`src/rtl/cache_arbiter_pkg.sv`:
```
// Shared types for the cache arbiter: FSM states, grant identity, and a
// helper that maps a grant onto the matching service state.
package cache_arb_types;

   typedef enum logic [1:0] {
      IDLE    = 2'd0,
      SERVE_I = 2'd1,
      SERVE_D = 2'd2,
      DONE    = 2'd3
   } arb_state_t;

   typedef enum logic {
      GRANT_I = 1'b0,
      GRANT_D = 1'b1
   } grant_t;

   function automatic arb_state_t serve_state(input grant_t g);
      return (g == GRANT_D) ? SERVE_D : SERVE_I;
   endfunction

endpackage

```
`src/rtl/cache_arbiter_pmem_mux.sv`:
```
// Memory-side output mux: routes the granted cache's request onto the
// physical memory port. Everything is zero outside the two SERVE states.
module arb_pmem_mux
   import cache_arb_types::*;
#(
   parameter int unsigned s_line = 256,
   parameter int unsigned s_addr = 32
) (
   input  arb_state_t          state,
   input  logic [s_addr-1:0]   i_pmem_address,
   input  logic                d_pmem_read,
   input  logic                d_pmem_write,
   input  logic [s_addr-1:0]   d_pmem_address,
   input  logic [s_line-1:0]   d_pmem_wdata,
   output logic                pmem_read,
   output logic                pmem_write,
   output logic [s_addr-1:0]   pmem_address,
   output logic [s_line-1:0]   pmem_wdata
);

   // Select the granted requester's bus; a dcache write overrides a read.
   always_comb begin
      pmem_read    = 1'b0;
      pmem_write   = 1'b0;
      pmem_address = '0;
      pmem_wdata   = '0;
      unique case (state)
         SERVE_I: begin
            pmem_read    = 1'b1;
            pmem_address = i_pmem_address;
         end
         SERVE_D: begin
            pmem_read    = d_pmem_read & ~d_pmem_write;
            pmem_write   = d_pmem_write;
            pmem_address = d_pmem_address;
            pmem_wdata   = d_pmem_wdata;
         end
         default: ;
      endcase
   end

endmodule

```
`src/rtl/cache_arbiter.sv`:
```
// Arbiter sharing one physical memory port between icache and dcache.
// One transaction outstanding; grant held until pmem_resp, followed by one
// turnaround cycle so a stale request in the resp cycle is never re-granted.
// Optional macro CACHE_ARBITER_DPRIO_EN: dcache wins every tie (fixed
// priority); otherwise ties are resolved round-robin on last_grant.
module cache_arbiter
   import cache_arb_types::*;
#(
   parameter int unsigned s_line = 256,
   parameter int unsigned s_addr = 32
) (
   input  logic                clk,
   input  logic                rst,
   input  logic                i_pmem_read,
   input  logic [s_addr-1:0]   i_pmem_address,
   output logic [s_line-1:0]   i_pmem_rdata,
   output logic                i_pmem_resp,
   input  logic                d_pmem_read,
   input  logic                d_pmem_write,
   input  logic [s_addr-1:0]   d_pmem_address,
   input  logic [s_line-1:0]   d_pmem_wdata,
   output logic [s_line-1:0]   d_pmem_rdata,
   output logic                d_pmem_resp,
   output logic                pmem_read,
   output logic                pmem_write,
   output logic [s_addr-1:0]   pmem_address,
   output logic [s_line-1:0]   pmem_wdata,
   input  logic [s_line-1:0]   pmem_rdata,
   input  logic                pmem_resp
);

   arb_state_t state_q, state_d;
   grant_t     last_grant_q, last_grant_d;
   grant_t     winner;
   logic       i_req, d_req;

   assign i_req = i_pmem_read;
   assign d_req = d_pmem_read | d_pmem_write;

   // State and last-grant registers; async reset returns to IDLE.
   always_ff @(posedge clk or posedge rst) begin
      if (rst) begin
         state_q      <= IDLE;
         last_grant_q <= GRANT_D;
      end else begin
         state_q      <= state_d;
         last_grant_q <= last_grant_d;
      end
   end

   // Next-state: arbitrate in IDLE, hold grant until resp, one DONE cycle.
   always_comb begin
      state_d      = state_q;
      last_grant_d = last_grant_q;
      winner       = GRANT_I;
      if (i_req && d_req) begin
`ifdef CACHE_ARBITER_DPRIO_EN
         winner = GRANT_D;
`else
         winner = (last_grant_q == GRANT_I) ? GRANT_D : GRANT_I;
`endif
      end else if (d_req) begin
         winner = GRANT_D;
      end
      unique case (state_q)
         IDLE: begin
            if (i_req || d_req) begin
               state_d      = serve_state(winner);
               last_grant_d = winner;
            end
         end
         SERVE_I, SERVE_D: begin
            if (pmem_resp) state_d = DONE;
         end
         DONE:    state_d = IDLE;
         default: state_d = IDLE;
      endcase
   end

   // Outputs: resp gated to the granted cache only; read data shared.
   always_comb begin
      i_pmem_resp  = (state_q == SERVE_I) & pmem_resp;
      d_pmem_resp  = (state_q == SERVE_D) & pmem_resp;
      i_pmem_rdata = pmem_rdata;
      d_pmem_rdata = pmem_rdata;
   end

   arb_pmem_mux #(
      .s_line (s_line),
      .s_addr (s_addr)
   ) u_pmem_mux (
      .state          (state_q),
      .i_pmem_address (i_pmem_address),
      .d_pmem_read    (d_pmem_read),
      .d_pmem_write   (d_pmem_write),
      .d_pmem_address (d_pmem_address),
      .d_pmem_wdata   (d_pmem_wdata),
      .pmem_read      (pmem_read),
      .pmem_write     (pmem_write),
      .pmem_address   (pmem_address),
      .pmem_wdata     (pmem_wdata)
   );

endmodule

```
`config.mk`:
```
export PLATFORM = sky130hd
export DESIGN_NAME = cache_arbiter
export DESIGN_NICKNAME = d
export VERILOG_FILES = /design/src/rtl/cache_arbiter_pkg.sv /design/src/rtl/cache_arbiter_pmem_mux.sv /design/src/rtl/cache_arbiter.sv
export SDC_FILE = /design/constraint.sdc
export NUM_CORES = 1
export LEC_CHECK = 0
export ABC_CLOCK_PERIOD_IN_PS = 1430
export BUFFER_PORTS_ARGS = -buffer_cell sky130_fd_sc_hd__buf_2
export CAP_MARGIN = 15
export CORE_AREA = 2 2 541 543
export CTS_CLUSTER_SIZE = 20
export DETAILED_ROUTE_END_ITERATION = 7
export DIE_AREA = 0 0 543 545
export PLACE_DENSITY = 0.3
export RECOVER_POWER = 100
export SETUP_SLACK_MARGIN = 0.5
export SYNTH_ARGS = -nofsm -noshare
export SYNTH_HDL_FRONTEND = slang
export SYNTH_SLANG_ARGS = --single-unit
```
`constraint.sdc`:
```
create_clock -name clk -period 1.43 [get_ports clk]
set_input_delay 0.143 -clock clk [delete_from_list [all_inputs] [get_ports clk]]
set_output_delay 0.143 -clock clk [all_outputs]
set_load 0.01 [all_outputs]
```
# ---- Word level (Yosys, flattened, before mapping)
# Index checks and enable logic that the tools add are counted.
# Widths: inputs -> output; s select.
dict set report totals {
  reg_bits 3
  inputBits 582
  output_inout_bits 804
  wordCells 29
}
dict set report op_classes {
  n_eq_ne 5
  mux 11
  bitwise 5
  reduce_logical 6
}
# op count
set ops {}
lappend ops {{$mux 256} 1}
lappend ops {{$pmux 32 s2} 1}
lappend ops {{$mux 2} 3}
lappend ops {{$pmux 2 s3} 1}
lappend ops {{$eq 2x2->1 const B} 2}
lappend ops {{$mux 1} 4}
lappend ops {{$ne 2x2->1 const B} 2}
lappend ops {{$reduce_and 2->1} 2}
lappend ops {{$and 1x1->1} 3}
lappend ops {{$eq 2x1->1 const B} 1}
lappend ops {{$logic_not 2->1} 1}
lappend ops {{$pmux 1 s2} 1}
lappend ops {{$reduce_or 2->1} 1}
lappend ops {{$logic_and 1x1->1} 1}
lappend ops {{$logic_or 1x1->1} 1}
lappend ops {{$not 1->1} 1}
lappend ops {{$or 1x1->1} 1}

# ---- Depth between registers and ports, before layout
dict set report depth {
  ltp_word 6
  depth_mapped 6
  mapped_depth_nobuf 5
}

# ---- Cells and area by module
# A second synthesis with hierarchy kept.
dict set report unflattened {
  cells_unflattened 904
  area_unflattened_um2 6471.2
}
# mod instances cells_each area_per_inst_um2 seq_area_each_um2
set by_module_without_submodules {}
lappend by_module_without_submodules {cache_arbiter 1 536 4100.2 76.3}
lappend by_module_without_submodules {arb_pmem_mux 1 368 2371.0 0.0}

# ---- Worst setup path before layout
# Ideal clock, no wire load.
dict set report synth_timing {
  path_kind {reg2out}
  start {register state_q[0]}
  end {output port pmem_address[10]}
  t_arrival_ns 1.239
  required_time_ns 1.287
  setup_slack_ns 0.048
  stages_incl_launch_ff 5
  n_path_buf 1
  path_cell_list {dfrtp_1 > inv_1 > ha_1 > clkbuf_1 > nor2b_1}
}
dict set report synth_via {
  elab_chain_len 2
  word_cells_on_any_way 3
  cone_classes {2 x eq/ne; 1 x mux}
}
# item line_no
set synth_lines {}
lappend synth_lines {{start: declaration} cache_arbiter.sv:32} ;# arb_state_t state_q, state_d;
lappend synth_lines {{start signal: assignment} cache_arbiter.sv:46} ;# state_q <= state_d;
lappend synth_lines {{$eq 2x2->1 or $eq 2x1->1 (tied branches)} cache_arbiter_pmem_mux.sv:27} ;# unique case (state)
lappend synth_lines {{$pmux 32 s2 (*)} cache_arbiter_pmem_mux.sv:27}
lappend synth_lines {{end: declaration} cache_arbiter.sv:26} ;# output logic [s_addr-1:0] pmem_address,
# Mark *: on every way between the ends. The rest lies on a longest branch, timed or not.

# ---- Final worst setup path
dict set report layout_timing {
  start {register state_q[0]}
  end {output port pmem_wdata[98]}
}
dict set report layout_via {
  elab_chain_len 2
}
# item line_no
set layout_lines {}
lappend layout_lines {{$eq 2x2->1} cache_arbiter_pmem_mux.sv:27}
lappend layout_lines {{$mux 256} cache_arbiter_pmem_mux.sv:27}
lappend layout_lines {{end: declaration} cache_arbiter.sv:27} ;# output logic [s_line-1:0] pmem_wdata,
# No other way between the ends.

==> run summary <==
• Iter 0 DRT Violations: 409
• clock buffer count from CTS: 3
• power density over the cells: 1700 nW/um^2
• sw frac: 42.8%
• Internal: 15.5 mW
• I/O pin total: 1386
• antenna-violating nets left: 0
• setup repair after global routing missed its margin: true
• non-filler cells, final: 5001
• cell at the root of the clock tree: sky130_fd_sc_hd__clkbuf_16
• most common cell after layout, fill and taps aside: sky130_fd_sc_hd__buf_2
• area of the core: 290000 um^2
• final-report hold violation count: 0
• antenna violations before repair: 166
• Worst Hold Class: in -> reg
• main area contributors after synthesis: sky130_fd_sc_hd__buf_4, sky130_fd_sc_hd__and2_1, sky130_fd_sc_hd__a22oi_1
• Initial Util: 2.19%
• Placement Rows: 198
• combined global-route utilization of all metal layers: 11.4%
• reg2reg setup slack: -0.22 ns
• Residual DRC: 0
• hold path startpoint: i_pmem_read
• worst slack at placement: -0.518 ns
• gr ovfl total: 0
• critical path start-end classification: reg -> out
• post-DP HPWL: 171 mm
• Min-Delay Endpoint: last_grant_q
• commonest cells after routing, fill and taps aside: sky130_fd_sc_hd__buf_2, sky130_fd_sc_hd__and2_4, sky130_fd_sc_hd__buf_6
• fill cell total of the finished layout: 34239
• violated checks: setup timing
• global-route wire length before repair: 192 mm
• area of placed instances: 12200 um^2
• worst-case vdd ir drop: 0.00109 V
• share of Yosys cell area claimed by the top area cell type: 60.6%
• final clock period utilization by the worst path: 139%
• clock period minus final worst setup slack: 1.99 ns
• clock latency reported for the late side of the worst-skew pair: 0.23 ns
• critical path arrival: 1.85 ns
• multi-input gate area in the final layout: 3340 um^2
• final design instance area without fill: 15900 um^2
• relative contribution of combinational cells to total power: 97.6%
• nets in the synthesized netlist: 1488
• Fin Clk Skew: 0.000649 ns
• per-cell routed wire length: 36.2 um
• Cell Count Post-Placement: 4911
• die area: 296000 um^2
• vias post-DR: 7882
• minimum setup slack in the final design: -0.564 ns
• H-Tree Level Count: 1
• portion of total power attributed to sequential cells: 0.7%
• number of register bits inferred by synthesis: 3
• number of iterations in the first detailed-routing pass: 7
• via density per instance: 1.58
• number of distinct library cells after synthesis: 21
• Layout area overhead: 151%
• Avg Cell Area, Syn: 7.04 um^2
• Syn Inst Count: 901
• TritonCTS clock tree: done
• Worst Path Max Fanout: 6
• number of cells on the worst hold path: 2
• post-synthesis sequential area ratio: 1.20%
• clk buf depth: 2
• Slew @ Worst Pin: 0.441 ns
• Leakage Power: 5.75 nW
• # port buffers: 617
• fraction of layout instances using a drive strength above 1: 98.1%
• via count of the first global-routing pass: 6989
• pin count of the biggest net entering global routing: 48
• number of endpoints failing setup at the final stage: 294
• max_cap viols: 0
• horizontal extent of the die: 543 um
• final hold slack: 0.146 ns
• clock network power share: 1.7%
• Critical Path RT: 1.29 ns
• post-synthesis cell area: 6340 um^2
• Synthesis Warnings: 0
• endpoint of the lowest-slack register-to-register path: state_q[0]
• Die Height: 545 um
• start of the worst register-to-register path: state_q[0]
• endpoint kind of the worst setup timing path: output pin
• Reg clk slew, reported paths: 0.03 ns
• overall power of the completed layout: 27.1 mW
• highest clock rate: 0.502 GHz
• cell type with the largest total area after synthesis: sky130_fd_sc_hd__buf_4
• DRT Wirelength: 181 mm
• nature of the critical path startpoint: flip-flop
• Register-to-Register Path Depth: 8
• routability-driven placement congestion ratio: 0.941
• area taken by flip-flops and latches: 76.3 um^2
• count of final max-slew check failures: 0
• Rel. slew slack: 70.6%
• sw power: 11.6 mW
• run status: finished with violations
• final net count: 1669
• number of clock sinks: 3
## state kept, by name, summed over array words and instances (netlist names)
register,cells
last_grant_q,1
state_q,2
## through the flow
| step | setup TNS [ns] | utilization, % |
|---|---|---|
| 6_report | -129.63 | 5.49 |
| 2_1_floorplan | 0 | - |
| 4_1_cts | -120.61 | 4.77 |
| 5_1_grt | -151.53 | 5.49 |
| 3_5_place_dp | -45.89 | 4.21 |
| 3_3_place_gp | -38.75 | 4.21 |
## synth_stat cells (all sizes together)
library cell and count:
o31a 1, clkbuf 7, nor4b 1, o41ai 1, ha 5, nor2b 33
nor2 3, nand2 1, dfstp 1, a21boi 1, a21oi 1, inv 3
buf 544, a22oi 32, a31oi 1, dfrtp 2, and2 259, o21a 2
o21ai 3
## critical path, stage by stage (launching register included)
cell and delay, ns:
sky130_fd_sc_hd__dfrtp_1 0.39, sky130_fd_sc_hd__inv_2 0.11, sky130_fd_sc_hd__ha_4 0.24, sky130_fd_sc_hd__buf_12 0.14, sky130_fd_sc_hd__buf_16 0.14, sky130_fd_sc_hd__buf_12 0.14
sky130_fd_sc_hd__clkbuf_16 0.18, sky130_fd_sc_hd__and2_4 0.16, sky130_fd_sc_hd__buf_12 0.09
## final cells by class
cell class | count | area share, %
repair buffers | 727 | 47.1
flip-flops and latches | 3 | 0.479
multi-input cells | 344 | 21.0
inverters | 3 | 0.0707
clock buffers | 4 | 0.495
diodes | 20 | 0.314
well taps | 3900 | 30.6
## worst max-delay path by stage
stage / from / endpoint / slack (ns) / cells past startpoint
5_1_grt: state_q[0] / pmem_address[13] / -0.63 / 7
4_1_cts: state_q[0] / pmem_address[13] / -0.58 / 7
6_report: state_q[0] / pmem_wdata[98] / -0.56 / 8
2_1_floorplan: state_q[0] / pmem_address[15] / 0.09 / 5
3_5_place_dp: state_q[0] / pmem_address[26] / -0.52 / 6
3_3_place_gp: state_q[0] / pmem_address[26] / -0.53 / 6
## power groups by stage
stage | Clock, mW | Sequential [mW] | Combinational, mW
final | 0.453 | 0.186 | 26.5
after global routing | 0.464 | 0.197 | 27.7
after CTS | 0.457 | 0.187 | 21.4
after detailed placement | 0 | 0.184 | 16.6
after global placement | 0 | 0.185 | 16.5
after floorplan | 0 | 0.179 | 8.20
## routing by layer
layer	track usage [%]	wire length (um)	vias up
met2	16.7	73400	1469
met3	15.1	52800	482
met4	3.09	7380	30
met5	0.649	476	-
li1	-	-	2647
met1	8.80	46900	3254
## repair_timing
| action | in CTS | in global routing |
|---|---|---|
| gates resized for setup | 275 | 376 |
| setup buffers | 19 | 16 |
| setup endpoints to repair | 295 | 295 |
| hold buffers | 1 | 0 |
| hold endpoints to repair | 3 | 0 |
| gates cloned | 8 | 22 |
| pin swaps | 35 | 109 |
## logic make-up (layout without fill, tap and decap cells)
family                     Yosys count  after routing  synth area share (%)
and+or+nand+nor                    297            297                  29.3
DFF                                  3              3                  1.20
buffers and inverters              554            734                  63.7
adders and majority gates            5              5                 0.986
other                                0             20                     0
AOI/OAI and AO/OA                   42             42                  4.83
Note: power is estimated with default switching activity, not from simulation.
